`src/rtl/txd_scheduler.sv`:
```
// Round-robin arbiter that shares one TxD transmitter between N_REQ producers,
// sequencing the flashin load strobe, tx_busy tracking and the inter-frame gap.
module txd_scheduler #(
    parameter int unsigned N_REQ     = 3,
    parameter int unsigned IDW       = 2,
    parameter logic [15:0] HEADER    = 16'h55AA,
    parameter int unsigned FLASH_LEN = 2,
    parameter int unsigned TIMEOUT   = 8,
    parameter int unsigned BUSY_MAX  = 72,
    parameter int unsigned GAP_LEN   = 4
) (
    input  logic                 clock,
    input  logic                 reset,
    input  logic [N_REQ-1:0]     req,
    input  logic [N_REQ*48-1:0]  payload,
    output logic [N_REQ-1:0]     ack,
    output logic [15:0]          lidar_header,
    output logic [47:0]          data,
    output logic                 flashin,
    input  logic                 tx_busy,
    output logic [IDW-1:0]       grant_id,
    output logic                 sched_busy,
    output logic                 timeout_err,
    input  logic                 err_clear,
    output logic [15:0]          frame_count
);

    localparam int unsigned DW = 48;
    localparam int unsigned TW = $clog2(BUSY_MAX + TIMEOUT + FLASH_LEN + GAP_LEN + 1);

    typedef enum logic [2:0] {
        S_IDLE,
        S_LOAD,
        S_ARM,
        S_SEND,
        S_GAP
    } state_t;

    state_t             state, state_next;
    logic [TW-1:0]      timer, timer_next;
    logic [IDW-1:0]     rr_ptr, ptr_next;
    logic [N_REQ-1:0]   ack_next;
    logic [DW-1:0]      data_next;
    logic               flashin_next;
    logic [IDW-1:0]     grant_next;
    logic               busy_next;
    logic               err_set;
    logic               err_next;
    logic [15:0]        fc_next;

    logic               win_found;
    logic [IDW-1:0]     win_id;
    logic [DW-1:0]      win_data;
    logic [N_REQ-1:0]   win_onehot;

    assign lidar_header = HEADER;

    // Rotating priority search starting one past the last winner.
    always_comb begin
        win_found  = 1'b0;
        win_id     = '0;
        win_data   = '0;
        win_onehot = '0;
        for (int unsigned k = 1; k <= N_REQ; k++) begin
            for (int unsigned i = 0; i < N_REQ; i++) begin
                if (!win_found && req[i] && (((32'(rr_ptr) + k) % N_REQ) == i)) begin
                    win_found     = 1'b1;
                    win_id        = IDW'(i);
                    win_data      = payload[DW*i +: DW];
                    win_onehot[i] = 1'b1;
                end
            end
        end
    end

    // Next-state and registered-output logic.
    always_comb begin
        state_next   = state;
        timer_next   = timer;
        ptr_next     = rr_ptr;
        ack_next     = '0;
        data_next    = data;
        flashin_next = flashin;
        grant_next   = grant_id;
        fc_next      = frame_count;
        err_set      = 1'b0;

        case (state)
            S_IDLE: begin
                if (win_found) begin
                    data_next    = win_data;
                    grant_next   = win_id;
                    ptr_next     = win_id;
                    ack_next     = win_onehot;
                    flashin_next = 1'b1;
                    timer_next   = '0;
                    state_next   = S_LOAD;
                end
            end
            S_LOAD: begin
                if (timer == TW'(FLASH_LEN - 1)) begin
                    flashin_next = 1'b0;
                    timer_next   = '0;
                    state_next   = S_ARM;
                end else begin
                    timer_next = timer + TW'(1);
                end
            end
            S_ARM: begin
                if (tx_busy) begin
                    timer_next = '0;
                    state_next = S_SEND;
                end else if (timer == TW'(TIMEOUT - 1)) begin
                    err_set    = 1'b1;
                    timer_next = '0;
                    state_next = S_GAP;
                end else begin
                    timer_next = timer + TW'(1);
                end
            end
            S_SEND: begin
                if (!tx_busy) begin
                    fc_next    = frame_count + 16'd1;
                    timer_next = '0;
                    state_next = S_GAP;
                end else if (timer == TW'(BUSY_MAX - 1)) begin
                    err_set    = 1'b1;
                    timer_next = '0;
                    state_next = S_GAP;
                end else begin
                    timer_next = timer + TW'(1);
                end
            end
            S_GAP: begin
                // GAP_LEN of 0 or 1 both leave after a single cycle here.
                if ((GAP_LEN <= 1) || (timer == TW'(GAP_LEN - 1))) begin
                    timer_next = '0;
                    state_next = S_IDLE;
                end else begin
                    timer_next = timer + TW'(1);
                end
            end
            default: begin
                timer_next = '0;
                state_next = S_IDLE;
            end
        endcase

        // A new timeout wins over a simultaneous clear.
        err_next  = err_set | (timeout_err & ~err_clear);
        busy_next = (state_next != S_IDLE);
    end

    // State and output registers.
    always_ff @(posedge clock or negedge reset) begin
        if (!reset) begin
            state       <= S_IDLE;
            timer       <= '0;
            rr_ptr      <= IDW'(N_REQ - 1);
            ack         <= '0;
            data        <= '0;
            flashin     <= 1'b0;
            grant_id    <= '0;
            sched_busy  <= 1'b0;
            timeout_err <= 1'b0;
            frame_count <= '0;
        end else begin
            state       <= state_next;
            timer       <= timer_next;
            rr_ptr      <= ptr_next;
            ack         <= ack_next;
            data        <= data_next;
            flashin     <= flashin_next;
            grant_id    <= grant_next;
            sched_busy  <= busy_next;
            timeout_err <= err_next;
            frame_count <= fc_next;
        end
    end

endmodule

```
`config.mk`:
```
export PLATFORM = sky130hd
export DESIGN_NAME = txd_scheduler
export DESIGN_NICKNAME = d
export VERILOG_FILES = /design/src/rtl/txd_scheduler.sv
export SDC_FILE = /design/constraint.sdc
export NUM_CORES = 1
export LEC_CHECK = 0
export BUFFER_PORTS_ARGS = -buffer_cell sky130_fd_sc_hd__clkbuf_2
export CORE_MARGIN = 3
export CORE_UTILIZATION = 25
export DETAILED_ROUTE_END_ITERATION = 16
export HOLD_SLACK_MARGIN = 0.08
export PLACE_DENSITY = 0.46
export SETUP_SLACK_MARGIN = 0.4
export SLEW_MARGIN = 20
export SYNTH_ARGS = -nofsm -noshare
export SYNTH_HDL_FRONTEND = slang
export SYNTH_SLANG_ARGS = --single-unit
export TNS_END_PERCENT = 1
```
`constraint.sdc`:
```
create_clock -name clock -period 2.9 [get_ports clock]
set_input_delay 0 -clock clock [delete_from_list [all_inputs] [get_ports clock]]
set_output_delay 0 -clock clock [all_outputs]
set_load 0.005 [all_outputs]
```
==> results.txt, run 1 <==
- FILL cells: 1915
- Worst slack at placement: about 230 ps
- Flop-to-flop setup slack: 500 ps
* Clk_skew: between 8 and 9 ps
* Number of nets with antenna violations after routing: 0
- Die outline area: between 20000 and 25000 um2
* Number of top-level design ports: 239
- By count the netlist is led by sky130_fd_sc_hd__dfrtp_1 (82), sky130_fd_sc_hd__a21oi_1 (60), sky130_fd_sc_hd__nand2_1 (54).
* Count of final hold-check violations: 0
- Entering global routing, the biggest net connects 70 pins.
- The worst-case IR drop observed on VDD is 315.1 uV.
- Detailed-route vias per instance: 5.126
- The area growth from synthesis to layout is 62.27%.
- The cell count after synthesis came out at approximately 560.
- The number of pins exceeding their max-slew limit in the final report came to 0.
* Run status: complete, no violations
- Setup slack on the critical path of the routed design comes to about 500 ps.
- Die Y-Extent: approximately 150 um
- Headroom to the max-slew limit: around 31%
- Vias after detailed routing: about 6000
* Proportion of synthesized flip-flops having asynchronous set or reset: between 90% and 100%
- Buffer depth of the longest clock path: 2
* Detailed Place HPWL: roughly 14 mm
- The number of antenna violations at the first check in global routing was 2.
- For the worst setup path, the data arrival time is between 2000 and 3000 ps.
* Achievable frequency: about 420 MHz
- DRC violation count after routing: 0
- Final period demand of the worst path: around 2400 ps
- Total clock buffers created by CTS: 9
* End-of-flow core utilization: approximately two fifths
- For this run, the register share of the synthesized area comes to 41.09%.
* Unrepaired setup endpoints after global routing: true
- Later-pin clock latency in the skew report: 350 ps
- RePlAce Congestion: ~0.81
- Total Wirelength: approximately 21 mm
- Global-route usage over all layers: between 10% and 20%
- The share of synthesized area in the top cell type comes to between 40% and 50%.
* Final-layout worst hold slack: around 150 ps
- Clock sinks: slightly above 80
* Reg clk slew, reported paths: 70 ps
* Cell area after layout: just over 8000 um2
- Warnings from Yosys: 0
- Initial Util: 25.73%
- Die extent in x: between 100 and 150 um
* Count of maximum capacitance violations: 0
- The placed instances occupy a cell area of 6392 um2.
- Input and output buffers added on the ports amount to 222.
* Critical path start-end classification: register to register
- TritonCTS built the clock tree.
* Average instance area after synthesis: between 9 and 10 um2
- Final setup vio count: 0
- After synthesis the netlist holds a flip-flop and latch count of 83.
- The first TritonRoute pass finished after 7 iterations.
- Number of flops mapped to enable cells by yosys: 0
- By instance count, the leading cell after synthesis is sky130_fd_sc_hd__dfrtp_1.
- Global routing finished with a remaining overflow of 0.
* # rows: just over 50
* CTS H-Tree Depth: 3
- STA classifies the critical path endpoint as a register.
* Total Neg Setup Slack: 0 ps
* Synth area leaders: sky130_fd_sc_hd__dfrtp_1 (41%), sky130_fd_sc_hd__a221oi_1 (7.3%), sky130_fd_sc_hd__a21oi_1 (5.9%)
* Clk root buf: sky130_fd_sc_hd__clkbuf_16
- The analysis attributes to cell leakage a power of 3.755 nW.
- The mapped netlist covers between 5000 and 6000 um2.
- For the pin with the worst max-slew slack, the measured transition is approximately 1000 ps.
- Share of cells above drive strength 1: between 30% and 40%
- Counting distinct cell types in the post-synthesis netlist gives between 60 and 70.
- The biggest area contributor in the post-synthesis netlist is sky130_fd_sc_hd__dfrtp_1.
* Worst-path fanout max: 8
- Data required time at the worst endpoint: about 3100 ps
- Dividing the detail-routed wire length by the instance count gives around 18 um.
- In the final design database the tool counted around 1100 nets.
- The first routing iteration left between 400 and 500 violations.
- Final worst path period share: between 80% and 90%
- CP Launch Type: register
- The number of global-route vias before repair came to ~6300.
- Type of the tightest min-delay check: input port to register
- Power spread over the standard cell area amounts to a little under 900 nW/um2.
* First-pass GRT wire length: approximately 32 mm
- Core ar.: 19650 um2
- Most instantiated flip-flop cell in the synthesis netlist: sky130_fd_sc_hd__dfrtp_1
==> power breakdown <==
| group | switching, mW | leakage [nW] | internal, mW |
|---|---|---|---|
| Clock | 0.532 | 0.145 | 0.682 |
| Combinational | 2.11 | 2.59 | 1.78 |
| Sequential | 0.357 | 1.02 | 1.64 |
| Total | 3.00 | 3.76 | 4.11 |
==> cells by family (layout without fill, tap and decap cells) <==
group	Yosys count	after routing	synth area share, %
compound gates	210	210	31.40
simple gates	160	162	15.02
flops	83	83	41.09
buf+inv	78	414	7.842
xor+xnor	15	15	2.598
fa+ha+maj	6	6	1.484
other cells	2	17	0.1485
mux	2	2	0.4206
==> path summary, 6_finish.rpt <==
path                             startpoint         end  cells past startpoint
worst max-delay path              rr_ptr[1]  sched_busy                      7
worst min-delay path            payload[55]     data[7]                      4
worst max register to register    rr_ptr[1]  sched_busy                      7
worst min register to register      flashin     flashin                      1
max in group asynchronous             reset     data[7]                      3
min in group asynchronous             reset    data[39]                      2
==> sequential cells by signal, indices dropped and copies added, names as in the netlist <==
register / cells
frame_count: 16
ack: 3
grant_id: 2
data: 48
timer: 7
timeout_err: 1
flashin: 1
state: 3
rr_ptr: 1
sched_busy: 1
==> stage by stage <==
step                      cells  power, mW
after floorplan             570      4.369
final                      1174      7.103
after global placement     1012      5.522
after CTS                  1170      7.039
after global routing       1174      7.655
after detailed placement   1012      5.621
==> routing by layer <==
layer | vias to the layer above | wire (um) | track usage [%] | part of all wire, %
met5 | - | 13 | 0 | 0.062
met4 | 2 | 633 | 8.176 | 3.0
met3 | 48 | 1518 | 4.022 | 7.2
met2 | 315 | 10580 | 32.86 | 50
met1 | 2859 | 8355 | 20.71 | 40
li1 | 2794 | - | - | -
==> cells in the final DEF (no fill, tap or decap), drive strengths merged, types with 2 or more instances in the layout <==
| cell | n |
|---|---|
| a2111oi | 3 |
| a211o | 11 |
| a21boi | 2 |
| a21o | 2 |
| a21oi | 60 |
| a221o | 5 |
| a221oi | 42 |
| a222oi | 21 |
| a22o | 11 |
| a31oi | 2 |
| and2 | 8 |
| buf | 20 |
| clkbuf | 230 |
| clkinvlp | 2 |
| conb | 16 |
| dfrtp | 82 |
| dlygate4sd3 | 142 |
| ha | 6 |
| inv | 18 |
| nand2 | 54 |
| nand2b | 7 |
| nand3 | 8 |
| nand4 | 4 |
| nor2 | 50 |
| nor3 | 6 |
| nor4 | 4 |
| o211ai | 3 |
| o21a | 2 |
| o21ai | 8 |
| o22ai | 23 |
| o32ai | 5 |
| o41ai | 2 |
| or2 | 8 |
| or3 | 3 |
| or3b | 2 |
| or4 | 2 |
| xnor2 | 12 |
| xor2 | 3 |
==> critical path: stages, from the launching register on <==
cell and delay (ps):
sky130_fd_sc_hd__dfstp_2 580, sky130_fd_sc_hd__inv_1 70, sky130_fd_sc_hd__ha_2 220, sky130_fd_sc_hd__o22a_1 270, sky130_fd_sc_hd__or3_4 440, sky130_fd_sc_hd__o21a_4 250
sky130_fd_sc_hd__a211o_1 240, sky130_fd_sc_hd__or2_1 230
==> layout make-up <==
type                       instances  area [um2]  share of cell area (%)
multi-input combinational        411        2726                   33.22
timing repair buffer             383        2704                   32.95
sequential                        83        2078                   25.32
tap                              265       331.6                   4.040
clock buffer                       9       225.2                   2.744
clock inverter                     7       82.58                   1.006
inverter                          15       56.30                  0.6861
antenna                            1       2.502                 0.03049
==> what timing repair did <==
action / CTS / global route
hold buffers: 142 / 0
endpoints found under the setup margin: 53 / 54
cloned: 0 / 2
pin swaps: 0 / 3
resized for setup: 2 / 14
buffers inserted: 0 / 1
endpoints found under the hold margin: 116 / 0
(Power assumes the default switching activity.)
==> run 2, diff against run 1 <==
==> constraint.sdc (replaced) <==
create_clock -name clock -period 2.28 [get_ports clock]
set_input_delay 0 -clock clock [delete_from_list [all_inputs] [get_ports clock]]
set_output_delay 0 -clock clock [all_outputs]
set_load 0.005 [all_outputs]
==> results.txt, run 2 (synthesis gave the netlist of run 1 again) <==
* Buffer depth of the longest clock path: 2 (unchanged)
* Crit Reg-Reg Startpoint: rr_ptr[1]
- The number of global-route vias before repair came to 6603 (+5.0%).
- The worst setup slack after placement was -116.1 ps (-347.5 ps).
* Inst Count DP: 1048 (+3.6%)
* Type of the tightest min-delay check: input port to register
- CTS H-Tree Depth: 3 (unchanged)
- The post-layout net count came to 1095 (+3.3%).
- The core outline area came to 19650 um2 (unchanged).
- The worst path required time came to 2560 ps (-570 ps).
- Number of nets with antenna violations after routing: 0 (unchanged)
- The largest registers in the layout are data (48), frame_count (16), timer (7).
* Unrepaired setup endpoints after global routing: true
- The die footprint was 21970 um2 (unchanged).
- The transition time at the pin with the least slew margin is 700.8 ps (-317.7 ps).
* RePlAce Congestion: 0.8190 (+1.3%)
- CP Launch Type: register
* Total clock buffers created by CTS: 9 (unchanged)
- The cell row count is 51 (unchanged).
- The number of vias in the routed layout was 6165 (+2.4%).
- Final period demand of the worst path: 2363 ps (-37.96 ps)
- The remaining global-route overflow was 0 (unchanged).
- The routed wire length was 20.89 mm (-0.96%).
* Cell area after layout: 8691 um2 (+5.9%)
- Cells on worst reg2reg path: 10 (+3)
* Worst-path fanout max: 6 (-2)
- Reg clk slew, reported paths: 70 ps (about the same)
- Detailed-route wire length on metal 1: 8.245 mm (-1.3%)
- Most frequent cells in the layout: sky130_fd_sc_hd__clkbuf_2 (221), sky130_fd_sc_hd__dlygate4sd3_1 (139), sky130_fd_sc_hd__dfrtp_1 (80), sky130_fd_sc_hd__nand2_1 (53), sky130_fd_sc_hd__a21oi_1 (49)
- The final period utilization is 103.7% (+21 points).
- The number of pins exceeding their max-slew limit in the final report came to 0 (unchanged).
* Length of routed met2 wiring: 10.46 mm (-1.1%)
- The number of flip-flops in the largest register is 48 (unchanged).
* Data arrival, critical path: 2650 ps (+20 ps)
- Later-pin clock latency in the skew report: 350 ps (about the same)
* Peak supply drop: 554.3 uV (+76%)
- Largest net degree at the start of global routing: 54 (-23%)
- 1st-iter DRT viols: 390 (-13%)
* Clock sinks: 83 (unchanged)
- Clk root buf: sky130_fd_sc_hd__clkbuf_16
- In this run the top signal layer used is met5.
- The global-route wire length before repair came to 33.24 mm (+3.0%).
- Routed length per placed instance: 17.28 um (-3.8%)
- Layout Area Growth over Synthesis: 71.85%
- Headroom to the max-slew limit: 53.28% (+22 points)
* Capturing instance or port of the critical path: data[43]
- The final hold violation count is 0 (unchanged).
- Critical path start-end classification: register to register
* Final instance count without filler cells: 1209 (+3.0%)
* Lkg Pwr: 3.986 nW (+6.1%)
- Met3 Wirelength: 1.599 mm (+5.3%)
- The first-pass detailed-route iteration total came to 9 (+2).
- The maximum clock skew at final layout was 13.53 ps (+4.934 ps).
- DRC violation count after routing: 0 (unchanged)
- The die height came to 148.2 um (unchanged).
* Power per standard cell area: 1116 nW/um2 (+29%)
* TritonCTS clock tree: done
* Final setup vio count: 17 (+17)
- Detailed-route vias per instance: 5.099 (-0.52%)
- Global-route usage over all layers: 18.71% (+0.44 points)
- Count of maximum capacitance violations: 0 (unchanged)
- Worst setup margin: -83.25 ps (-582.0 ps)
* Detailed Place HPWL: 13.88 mm (+2.3%)
- The total negative setup slack was -593.2 ps (-593.2 ps).
- The internal reg-to-reg setup slack came to -80 ps (-580 ps).
* Share of cells above drive strength 1: 36.59% (+5.5 points)
- Run status: complete, but fails checks
* Number of antenna violations at the first check in global routing: 2 (unchanged)
- Die extent in x: 148.2 um (unchanged)
- Failing checks: setup timing
- Count of buffers inserted at the top-level ports: 222 (unchanged)
- Counting flops per register, the top entry is data.
- FILL cells: 1904 (-0.57%)
* Post-DP Area: 6763 um2 (+5.8%)
- The highest clock rate was 423.1 MHz (+1.6%).
- STA classifies the critical path endpoint as a register.
- Most common cell after layout, fill and taps aside: sky130_fd_sc_hd__clkbuf_2
- The total I/O pin count is 239 (unchanged).
- Source of the critical timing path: rr_ptr[1]
- In this run the critical register-to-register path is captured at data[43].
* Initial Util: 25.73% (unchanged)
run 2: cell count changes in the layout (fill, tap and decap cells not counted), sizes merged:
cell / previous run / this run
buf: 20 / 60
bufinv: 1 / 0
clkinv: 1 / 2
dlygate4sd3: 142 / 139
or2: 8 / 6
run 2: final cells by class:
| class | count | area, um2 | area share (%) |
|---|---|---|---|
| timing repair buffer | 420 | 3075 | 35.39 |
| tap | 265 | 331.6 | 3.815 |
| inverter | 15 | 56.30 | 0.6479 |
| antenna | 1 | 2.502 | 0.02879 |
| sequential | 83 | 2081 | 23.94 |
| multi-input combinational | 409 | 2860 | 32.91 |
| clock buffer | 9 | 225.2 | 2.591 |
| clock inverter | 7 | 58.81 | 0.6766 |
run 2: how the worst min path moves through the flow:
stage	start	endpoint	slack (ps)	cells after the start
floorplan	reset	ack[0]	-300	0
global placement	reset	data[35]	90	1
detailed placement	reset	data[35]	100	1
CTS	payload[62]	data[14]	130	4
global route	payload[20]	data[20]	170	4
finish	payload[20]	data[20]	130	4
run 2: what timing repair did:
item	4_1_cts	5_1_grt
endpoints found under the setup margin	72	70
buffers inserted	2	1
resized for setup	28	20
pin swaps	9	13
hold buffers	139	0
endpoints found under the hold margin	98	0
cloned	2	0
run 2: power by group:
group | total, mW | switching (mW) | leakage, nW | internal (mW)
Sequential | 2.53 | 0.434 | 1.02 | 2.10
Combinational | 5.75 | 2.94 | 2.84 | 2.81
Clock | 1.42 | 0.669 | 0.133 | 0.754
Total | 9.70 | 4.04 | 3.99 | 5.66
run 2: per-layer routing:
metal  vias up  track usage, %
met5         -               0
met4         2           8.591
met3        58           4.174
met2       319           32.91
met1      2922           21.70
li1       2864               -
run 2: worst max-delay path: stages, from the launching register on:
cell and delay [ps]:
sky130_fd_sc_hd__dfstp_2 550, sky130_fd_sc_hd__buf_4 120, sky130_fd_sc_hd__ha_4 150, sky130_fd_sc_hd__or3b_4 410, sky130_fd_sc_hd__buf_6 140, sky130_fd_sc_hd__nor3_4 160, sky130_fd_sc_hd__buf_6 150, sky130_fd_sc_hd__buf_6 130
sky130_fd_sc_hd__a221oi_1 50, sky130_fd_sc_hd__a211o_1 290, sky130_fd_sc_hd__a21oi_2 140
run 2: through the flow:
step / hold WS (ps) / power, mW / util (%)
floorplan: -295.6 / 5.557 / -
global placement: 94.67 / 7.555 / 34.41
detailed placement: 98.50 / 7.674 / 34.41
CTS: 132.0 / 9.607 / 43.70
global route: 165.7 / 10.48 / 44.22
finish: 132.1 / 9.701 / 44.22
